### src/rtl/lvds_rx_align_if.sv
// rtl/lvds_rx_align_if.sv - raw word input and aligned byte output bundle for lvds_rx_align
interface lvds_rx_align_if;
  logic [7:0] rx_data;
  logic       rx_valid;
  logic       resync;
  logic [7:0] data_out;
  logic       data_valid;
  logic       locked;
  logic [2:0] offset;
  logic       lock_lost;

  modport master (
    output rx_data, rx_valid, resync,
    input  data_out, data_valid, locked, offset, lock_lost
  );

  modport slave (
    input  rx_data, rx_valid, resync,
    output data_out, data_valid, locked, offset, lock_lost
  );
endinterface

### src/rtl/lvds_rx_align.sv
// rtl/lvds_rx_align.sv - training-pattern word aligner with barrel shifter; optional LVDS_ALIGN_STRIP_SYNC_EN drops training words once locked
module lvds_rx_align #(
  parameter logic [7:0] SYNC_PATTERN = 8'hA5,
  parameter int         LOCK_COUNT   = 4
) (
  input  logic           clk,
  input  logic           rst,
  lvds_rx_align_if.slave bus
);

  localparam int            CW = $clog2(LOCK_COUNT + 1);
  localparam logic [CW-1:0] LC = CW'(LOCK_COUNT);

  typedef enum logic [1:0] {
    S_HUNT   = 2'd0,
    S_VERIFY = 2'd1,
    S_LOCKED = 2'd2
  } state_t;

  state_t        r_state, w_state_nx;
  logic [7:0]    r_prev;
  logic          r_prev_ok;
  logic [CW-1:0] r_cnt, w_cnt_nx;
  logic [CW-1:0] r_miss, w_miss_nx;
  logic [2:0]    r_cand, w_cand_nx;
  logic [2:0]    r_offset, w_offset_nx;
  logic [7:0]    r_data_out, w_data_out_nx;
  logic          r_data_valid, w_data_valid_nx;
  logic          r_lock_lost, w_lock_lost_nx;

  logic [15:0]   w_win;
  logic [7:0]    w_match;
  logic          w_hit;
  logic [2:0]    w_hit_off;
  logic          w_match_off;
  logic          w_match_other;
  logic [7:0]    w_aligned;

  assign w_win         = {r_prev, bus.rx_data};
  assign w_aligned     = w_win[{1'b0, r_offset} +: 8];
  assign w_match_off   = w_match[r_offset];
  assign w_match_other = |(w_match & ~(8'b1 << r_offset));

  // Compare every rotation of the two-word window and pick the lowest matching offset
  always_comb begin
    w_match   = '0;
    w_hit     = 1'b0;
    w_hit_off = '0;
    for (int k = 0; k < 8; k++) begin
      w_match[k] = bus.rx_valid && r_prev_ok && (w_win[k +: 8] == SYNC_PATTERN);
    end
    for (int k = 7; k >= 0; k--) begin
      if (w_match[k]) begin
        w_hit     = 1'b1;
        w_hit_off = 3'(k);
      end
    end
  end

  // Previous-word register; only accepted words shift into the window
  always_ff @(posedge clk) begin
    if (rst) begin
      r_prev    <= '0;
      r_prev_ok <= 1'b0;
    end else if (bus.rx_valid) begin
      r_prev    <= bus.rx_data;
      r_prev_ok <= 1'b1;
    end
  end

  // State, counters and registered outputs
  always_ff @(posedge clk) begin
    if (rst) begin
      r_state      <= S_HUNT;
      r_cnt        <= '0;
      r_miss       <= '0;
      r_cand       <= '0;
      r_offset     <= '0;
      r_data_out   <= '0;
      r_data_valid <= 1'b0;
      r_lock_lost  <= 1'b0;
    end else begin
      r_state      <= w_state_nx;
      r_cnt        <= w_cnt_nx;
      r_miss       <= w_miss_nx;
      r_cand       <= w_cand_nx;
      r_offset     <= w_offset_nx;
      r_data_out   <= w_data_out_nx;
      r_data_valid <= w_data_valid_nx;
      r_lock_lost  <= w_lock_lost_nx;
    end
  end

  // Hunt / verify / locked transitions; resync overrides everything and never reports loss
  always_comb begin
    w_state_nx      = r_state;
    w_cnt_nx        = r_cnt;
    w_miss_nx       = r_miss;
    w_cand_nx       = r_cand;
    w_offset_nx     = r_offset;
    w_data_out_nx   = r_data_out;
    w_data_valid_nx = 1'b0;
    w_lock_lost_nx  = 1'b0;
    if (bus.resync) begin
      w_state_nx = S_HUNT;
      w_cnt_nx   = '0;
      w_miss_nx  = '0;
    end else if (bus.rx_valid) begin
      case (r_state)
        S_HUNT: begin
          if (w_hit) begin
            w_cand_nx = w_hit_off;
            w_cnt_nx  = CW'(1);
            if (LC == CW'(1)) begin
              w_offset_nx = w_hit_off;
              w_state_nx  = S_LOCKED;
            end else begin
              w_state_nx  = S_VERIFY;
            end
          end
        end
        S_VERIFY: begin
          if (w_match[r_cand]) begin
            w_cnt_nx = (r_cnt < LC) ? r_cnt + 1'b1 : r_cnt;
            if (r_cnt >= LC - 1'b1) begin
              w_offset_nx = r_cand;
              w_miss_nx   = '0;
              w_state_nx  = S_LOCKED;
            end
          end else begin
            w_cnt_nx   = '0;
            w_state_nx = S_HUNT;
          end
        end
        S_LOCKED: begin
          w_data_out_nx = w_aligned;
`ifdef LVDS_ALIGN_STRIP_SYNC_EN
          w_data_valid_nx = !w_match_off;
`else
          w_data_valid_nx = 1'b1;
`endif
          if (w_match_other) begin
            w_miss_nx = (r_miss < LC) ? r_miss + 1'b1 : r_miss;
            if (r_miss >= LC - 1'b1) begin
              w_lock_lost_nx = 1'b1;
              w_cnt_nx       = '0;
              w_miss_nx      = '0;
              w_state_nx     = S_HUNT;
            end
          end else begin
            w_miss_nx = '0;
          end
        end
        default: begin
          w_cnt_nx   = '0;
          w_miss_nx  = '0;
          w_state_nx = S_HUNT;
        end
      endcase
    end
  end

  assign bus.data_out   = r_data_out;
  assign bus.data_valid = r_data_valid;
  assign bus.locked     = (r_state == S_LOCKED);
  assign bus.offset     = r_offset;
  assign bus.lock_lost  = r_lock_lost;

endmodule
### src/flat_wrapper.sv
// flat-port wrapper written by rule: the top's interface ports become plain ports
module lvds_rx_align_flat 
#(
  parameter logic [7:0] SYNC_PATTERN = 8'hA5,
  parameter int         LOCK_COUNT   = 4
)
  (clk, rst, bus_rx_data, bus_rx_valid, bus_resync, bus_data_out, bus_data_valid, bus_locked, bus_offset, bus_lock_lost);
  lvds_rx_align_if bus_i ();
  input  logic clk;
  input  logic rst;
  input wire logic [$bits(bus_i.rx_data)-1:0] bus_rx_data;
  input wire logic [$bits(bus_i.rx_valid)-1:0] bus_rx_valid;
  input wire logic [$bits(bus_i.resync)-1:0] bus_resync;
  output wire logic [$bits(bus_i.data_out)-1:0] bus_data_out;
  output wire logic [$bits(bus_i.data_valid)-1:0] bus_data_valid;
  output wire logic [$bits(bus_i.locked)-1:0] bus_locked;
  output wire logic [$bits(bus_i.offset)-1:0] bus_offset;
  output wire logic [$bits(bus_i.lock_lost)-1:0] bus_lock_lost;
  assign bus_i.rx_data = bus_rx_data;
  assign bus_i.rx_valid = bus_rx_valid;
  assign bus_i.resync = bus_resync;
  assign bus_data_out = bus_i.data_out;
  assign bus_data_valid = bus_i.data_valid;
  assign bus_locked = bus_i.locked;
  assign bus_offset = bus_i.offset;
  assign bus_lock_lost = bus_i.lock_lost;
  lvds_rx_align #(.SYNC_PATTERN(SYNC_PATTERN), .LOCK_COUNT(LOCK_COUNT)) u_core (.clk(clk), .rst(rst), .bus(bus_i));
endmodule
### config.mk
export PLATFORM = sky130hd
export DESIGN_NAME = lvds_rx_align_flat
export DESIGN_NICKNAME = d
export VERILOG_FILES = /design/src/rtl/lvds_rx_align_if.sv /design/src/rtl/lvds_rx_align.sv /design/src/flat_wrapper.sv
export SDC_FILE = /design/constraint.sdc
export NUM_CORES = 1
export LEC_CHECK = 0
export ABC_CLOCK_PERIOD_IN_PS = 2240
export BUFFER_PORTS_ARGS = -buffer_cell sky130_fd_sc_hd__buf_2
export CAP_MARGIN = 5
export CORE_ASPECT_RATIO = 1.2
export CORE_MARGIN = 5
export CORE_UTILIZATION = 40
export CTS_BUF_LIST = sky130_fd_sc_hd__clkbuf_8
export CTS_CLUSTER_DIAMETER = 150
export DETAILED_ROUTE_END_ITERATION = 8
export PLACE_DENSITY_LB_ADDON = 0.1
export SLEW_MARGIN = 20
export SYNTH_ARGS = -nofsm -noshare
export SYNTH_HDL_FRONTEND = slang
export SYNTH_SLANG_ARGS = --single-unit
### constraint.sdc
create_clock -name clk -period 2.24 [get_ports clk]
set_clock_uncertainty 0.15 [all_clocks]
set_input_delay 0.112 -clock clk [delete_from_list [all_inputs] [get_ports clk]]
set_output_delay 0.112 -clock clk [all_outputs]
set_load 0.01 [all_outputs]
[After elaboration in Yosys (flattened, before gate mapping)]
Cells that the tools add are included.
Widths: inputs -> output; s select.
Word-level totals
  bits in registers: 33
  bits of input ports: 12
  output and inout port bits: 14
  logic and storage cells: 102
Cells by class
  $add $sub $neg: 2
  $lt $le $gt $ge: 5
  eq/ne operators: 18
  shift operators: 2
  multiplexer cells: 38
  bitwise logic cells: 7
  reductions and logical operators: 20
Operators by type and width (number)
  $eq 8x8->1 const B: 8
  $mux 3: 18
  $reduce_and 5->1: 4
  $pmux 3 s3: 2
  $shiftx 16x4->8: 1
  $mux 1: 11
  $mux 2: 5
  $ne 2x1->1 const B: 5
  $logic_and 1x1->1: 9
  $and 8x8->8: 1
  $not 8->8: 1
  $reduce_or 8->1: 1
  $shl 1x3->8 const A: 1
  $add 3x1->3 const B: 2
  $ge 3x2->1 const B: 2
  $lt 3x3->1 const B: 2
  $ne 3x3->1 const B: 2
  $pmux 2 s3: 1
  $not 1->1: 5
  $reduce_or 5->1: 1
  $lt 3x4->1 const B: 1
  $ne 4x4->1 const B: 1
  $reduce_and 4->1: 1
  $bmux 1 s3: 1
  6 further kinds: 6

[Logic depth before layout (Yosys ltp)]
  depth in word-level cells: 12
  gate-level depth with buffers: 8
  mapped depth without buffers: 7

[Worst setup path after synthesis]
No wires, ideal clock.
  kind: register -> register
  start point: register u_core.r_prev[0]
  end point: register u_core.r_offset[0] (netlist: u_core.bus.offset[0])
  arrival time: 2044 ps
  data required time: 1962 ps
  setup slack: -81 ps
  stages on the path, launching flop included: 8
  period minus slack after synthesis: 2321 ps
  path through: dfxtp_1 or3b_1 o41ai_1 mux2i_1 a211o_1 nor4_4 mux2i_1 nor2_1
On the way
  word-level cells in the longest chain between the ends: 5
Ends and longest elaborated chain
  start: declaration: line lvds_rx_align.sv:21  | logic [7:0] r_prev;
  start signal: assignment: line lvds_rx_align.sv:66  | r_prev <= bus.rx_data;
  $eq 8x8->1: line lvds_rx_align.sv:50  | w_match[k] = bus.rx_valid && r_prev_ok && (w_win[k +: 8] == SYNC_PATTERN);
  $logic_and 1x1->1: line lvds_rx_align.sv:50
  $bmux 1 s3 (*): line lvds_rx_align.sv:123  | if (w_match[r_cand]) begin
  $mux 1 (implied by the code) (*): line lvds_rx_align.sv:123
  $reduce_and 5->1 (no source line) (*)
  end signal: assignment: line lvds_rx_align.sv:87  | r_offset <= w_offset_nx;
  end: declaration: line lvds_rx_align.sv:26  | logic [2:0] r_offset, w_offset_nx;
Every way passes the cells marked *; elsewhere a longest branch is shown, timed or not. The select of a mux whose other input is x is not followed.
A chain may end at the register's enable or synchronous reset.

[Worst setup path in the final report]
  start point: register u_core.r_prev_ok
  end point: register u_core.r_cand[1]
On the way
  word-level cells in the longest chain between the ends: 11
Ends and longest elaborated chain
  start: declaration: line lvds_rx_align.sv:22  | logic r_prev_ok;
  start signal: assignment: line lvds_rx_align.sv:64  | r_prev_ok <= 1'b0;
  start signal: assignment: line lvds_rx_align.sv:67  | r_prev_ok <= 1'b1;
  $logic_and 1x1->1 (*): line lvds_rx_align.sv:50
  $logic_and 1x1->1: line lvds_rx_align.sv:50
  $mux 1 (8 in series): line lvds_rx_align.sv:53  | if (w_match[k]) begin
  $reduce_and 4->1 (no source line)
  end signal: assignment: line lvds_rx_align.sv:86  | r_cand <= w_cand_nx;
  end: declaration: line lvds_rx_align.sv:25  | logic [2:0] r_cand, w_cand_nx;
Every way passes the cells marked *; elsewhere a longest branch is shown, timed or not.

==> metrics.sh <==
SETUP.WORST_PATH.START_CLASS='flop'
CLK-INSERTION-DELAY-LATE_NS=0.29
CTSHOLDBUFFERS=0
SETUP_VIOL=6
FINALHOLDVIOLCOUNT=0
CRITICAL_PATH_REQUIRED_NS=2.25
TIMING.FMAX_MHz=434
SETUP_REPAIR_AFTER_GLOBAL_ROUTING_MISSED_ITS_MARGIN='yes'
LARGEST_DELAY_CONTRIBUTOR_FAMILY_ON_THE_CRITICAL_PATH='simple AND/OR/NAND/NOR gates'
DIEHEIGHT_UM=89.3
CLOCK_TREE.HTREE_LEVEL_COUNT=2
POST_SYNTH_EDFFS=0
P_LEAK_uW=0.00111
NUMBER_OF_NETS_IN_THE_SYNTHESIZED_NETLIST=245
LAYOUT_COMMON_CELLS='45 x sky130_fd_sc_hd__buf_4, 31 x sky130_fd_sc_hd__nor2_1, 28 x sky130_fd_sc_hd__mux2i_1, 28 x sky130_fd_sc_hd__dfxtp_1, 25 x sky130_fd_sc_hd__buf_2'
CELLINTERNALPOWER_uW=980
GLOBAL_ROUTE.USAGE.TOTAL=0.181
CTS_TREE='built'
SYNTH-WARNING-COUNT=0
SYNTH_AREA_MM2=0.00210
TIMING.HOLD.WORST.CLASS='in -> reg'
YOSYSUNIQUECELLTYPES=45
TIMING.CRITICAL_PATH.SLOWEST_STAGE_CELL='sky130_fd_sc_hd__or4_4'
VIOLATIONS_IN_THE_FINAL_REPORTS='negative setup slack'
FINALCOREUTILIZATION=0.575
COUNT_OF_ANTENNA_VIOLATING_NETS_LEFT_AFTER_DETAILED_ROUTING=0
CAP_VIOL_MAX_COUNT=0
WIRE_PER_INST_UM=16.7
POSTROUTEWIRELENGTH_UM=5960
SYNTH_SEQ_AREA_SHARE=0.305
SYNTHESIS.AREA_PER_INSTANCE_UM2=9.16
TIMING.FINAL.CRIT_SHARE=1.03
SYNTH_FF_TYPE='sky130_fd_sc_hd__dfxtp_1'
COMBINATIONAL_SHARE_OF_POWER=0.122
ANTENNA_VIOLATIONS_BEFORE_REPAIR=0
MAXSLEWHEADROOM=0.654
PORTBUFFERS=25
DRT_FIRST_ITER_VIOLATIONS=56
DRT_PRE_ANTENNA_ITERS=4
AREAGROWTHSYNTHTOFINISH_PCT=37.5
ANTENNADIODECOUNT=0
FINALWORSTPATHREQUIREDPERIOD_NS=2.30
POST_DRT_VIA_CELL_RATIO=5.75
CRITICAL_PATH_CAPTURE_POINT_TYPE='flop'
WIRE_LENGTH_OF_THE_FIRST_GLOBAL_ROUTING_PASS_UM=9800
R2R_CELLS=9
R2R_SETUP_SLACK_NS=-0.06
SWSHARE=0.242
SEQUENTIALPOWERSHARE=0.453
WS_PATH_TYPE='reg -> reg'
CRIT_PATH_MAX_FANOUT=4
MOST_COMMON_CELL_AFTER_LAYOUT_FILL_AND_TAPS_ASIDE='sky130_fd_sc_hd__buf_4'
SYNTHESIS.INSTANCES=229
SETUP_SLACK_NS=-0.0630
RUN_STATUS='complete, but fails checks'
WORSTHOLDSTART='bus_rx_data[0]'
FIRST_GLOBAL_VIAS=1916
CP_CELL_SEQUENCE='nand3b_1, buf_4, buf_6, nor3_4, o2bb2ai_2, and3_4, or4_4, mux2i_1, nor2_1'
CLOCK_SINK_COUNT=32
DP.FINAL_HPWL_UM=4510
GP_ROUTABILITY_CONGESTION=0.887
ROOT_BUFFER='sky130_fd_sc_hd__clkbuf_8'
WORSTPATHBUFFERINVERTERCOUNT=2
DRIVE_GT1_FRAC=0.405
DIE-WIDTH_UM=76.1
NUMCTSBUFFERS=5
IO_PINS=26
CLOCK_TREE.BUFFER_DEPTH=2
INITIAL_CORE_UTILIZATION=0.419
ROWS=28
IR_WORST_VDD_mV=0.278
CLOCKPOWERSHARE=0.425
NNETSFINAL=311
SLEW_VIOL_FINAL=0
CP_DATA_ARRIVAL_TIME_NS=2.31
CLK_TRANSITION_REPORTED_PATHS_NS=0.07
CRITPATHMAXSTAGEDELAY_NS=0.51
YS_FF_LATCH=32
TIMING.RR.START='u_core.r_prev_ok'
POWER-PER-CELL-AREA_mW_PER_MM2=449
GRT_START_MAX_NET_PINS=26
RR_ENDPOINT='u_core.r_cand[1]'
CORE_AREA_MM2=0.00501
GRT.OVERFLOW.TOTAL=0
VIAS=2048
DETAIL_ROUTE.DRC_VIOLATIONS=0
P_SW_uW=312
MIN_DELAY_PATH_DEPTH=4
POSTSYNTH.ASYNCRESETSHARE=0
WORSTMARGINPINSLEW_NS=0.518
FIN_HOLD_WS_NS=0.0249
FP.DIEAREA_MM2=0.00680
WORST_HOLD_PATH_EP='u_core.r_prev[0]'
## worst register-to-register path, stage by stage (launching register included)
cell and delay, ns:
sky130_fd_sc_hd__dfxtp_2 0.37, sky130_fd_sc_hd__nand3b_1 0.13, sky130_fd_sc_hd__buf_4 0.18, sky130_fd_sc_hd__buf_6 0.13, sky130_fd_sc_hd__nor3_4 0.21, sky130_fd_sc_hd__o2bb2ai_2 0.10, sky130_fd_sc_hd__and3_4 0.19, sky130_fd_sc_hd__or4_4 0.51
sky130_fd_sc_hd__mux2i_1 0.17, sky130_fd_sc_hd__nor2_1 0.07
## cell type report
cell class / count / area (µm²)
clock buffer: 5 / 68.8
clock inverter: 3 / 38.8
fill: 470 / 2130
inverter: 7 / 26.3
multi-input combinational: 176 / 1530
sequential: 32 / 646
tap: 60 / 75.1
timing repair buffer: 73 / 497
## repair_timing
item | CTS | global route
setup buffers | 1 | 6
pin swaps | 5 | 7
setup endpoints to repair | 14 | 15
resized for setup | 13 | 23
## registers in the layout, indices dropped and copies added, names as in the netlist
name                   flops
u_core.r_prev              7
u_core.bus.data_valid      1
u_core.bus.offset          3
u_core.bus.data_out        8
u_core.r_cand              3
u_core.bus.lock_lost       1
u_core.r_cnt               3
u_core.r_miss              3
u_core.r_prev_ok           1
u_core.r_state             2
## routing by layer
| layer | share of wire | up-vias | track usage |
|---|---|---|---|
| li1 | - | 1017 | - |
| met1 | 0.45 | 997 | 0.222 |
| met2 | 0.51 | 27 | 0.322 |
| met3 | 0.029 | 7 | 0.0373 |
| met4 | 0.013 | 0 | 0.0572 |
| met5 | 0 | - | 0 |
## synth_stat cells, types with 2 or more instances
master | n | area share
sky130_fd_sc_hd__mux2i_1 | 28 | 0.13
sky130_fd_sc_hd__or3b_1 | 2 | 0.0084
sky130_fd_sc_hd__o31ai_1 | 2 | 0.0072
sky130_fd_sc_hd__nand2b_1 | 4 | 0.012
sky130_fd_sc_hd__o22ai_1 | 2 | 0.0060
sky130_fd_sc_hd__nand2_1 | 8 | 0.014
sky130_fd_sc_hd__dfxtp_1 | 32 | 0.31
sky130_fd_sc_hd__a211oi_1 | 11 | 0.039
sky130_fd_sc_hd__nor3_1 | 6 | 0.014
sky130_fd_sc_hd__nor2_1 | 34 | 0.061
sky130_fd_sc_hd__nor2b_1 | 3 | 0.0090
sky130_fd_sc_hd__inv_1 | 7 | 0.013
sky130_fd_sc_hd__a21oi_1 | 9 | 0.021
sky130_fd_sc_hd__ha_1 | 4 | 0.024
sky130_fd_sc_hd__buf_2 | 5 | 0.012
sky130_fd_sc_hd__clkbuf_1 | 9 | 0.016
sky130_fd_sc_hd__mux4_2 | 8 | 0.086
sky130_fd_sc_hd__or4bb_1 | 2 | 0.011
sky130_fd_sc_hd__o2111ai_1 | 3 | 0.013
sky130_fd_sc_hd__o41ai_1 | 2 | 0.0084
sky130_fd_sc_hd__nor4_1 | 6 | 0.018
sky130_fd_sc_hd__a211o_1 | 2 | 0.0084
sky130_fd_sc_hd__nand4bb_1 | 4 | 0.021
sky130_fd_sc_hd__o2bb2ai_1 | 4 | 0.017
sky130_fd_sc_hd__a2111oi_0 | 3 | 0.013
sky130_fd_sc_hd__nand3b_1 | 4 | 0.014
sky130_fd_sc_hd__o21ai_0 | 6 | 0.014
sky130_fd_sc_hd__nand3_1 | 2 | 0.0048
## through the flow
step	total power (µW)	area [µm²]	worst slack, ns	setup TNS [ns]	std cells
after floorplan	666	2110	0.00413	0	229
after global placement	736	2570	-0.126	-0.762	343
after detailed placement	737	2570	-0.0990	-0.720	343
after CTS	1290	2740	-0.0185	-0.0682	352
after global routing	1350	2880	-0.212	-1.77	356
final	1290	2880	-0.0630	-0.258	356
## kinds of logic (layout without fill, tap and decap cells)
kind of cell | after synthesis | count (layout) | synth area share
AOI/OAI and AO/OA | 52 | 52 | 0.178
adders and majority gates | 4 | 4 | 0.0239
buffers and inverters | 21 | 88 | 0.0406
DFF | 32 | 32 | 0.305
muxes | 36 | 36 | 0.220
and+or+nand+nor | 84 | 84 | 0.233
## worst max path at each step
stage	startpoint	endpoint	slack, ns	cells past startpoint
after floorplan	u_core.r_prev[0]	u_core.bus.offset[0]	0.004	7
after global placement	u_core.r_prev_ok	u_core.r_cand[0]	-0.13	8
after detailed placement	u_core.r_prev_ok	u_core.r_cand[1]	-0.1	8
after CTS	u_core.r_prev[2]	u_core.bus.offset[2]	-0.02	9
after global routing	u_core.r_prev[0]	u_core.bus.offset[1]	-0.21	8
final	u_core.r_prev_ok	u_core.r_cand[1]	-0.06	9
## power groups by stage
stage	sequential, µW	combinational (µW)	clock, µW
3_5_place_dp	596	141	0
4_1_cts	584	146	564
2_1_floorplan	598	67.3	0
6_report	586	158	549
5_1_grt	586	171	590
3_3_place_gp	596	140	0
Note: power is estimated with default switching activity, not from simulation.
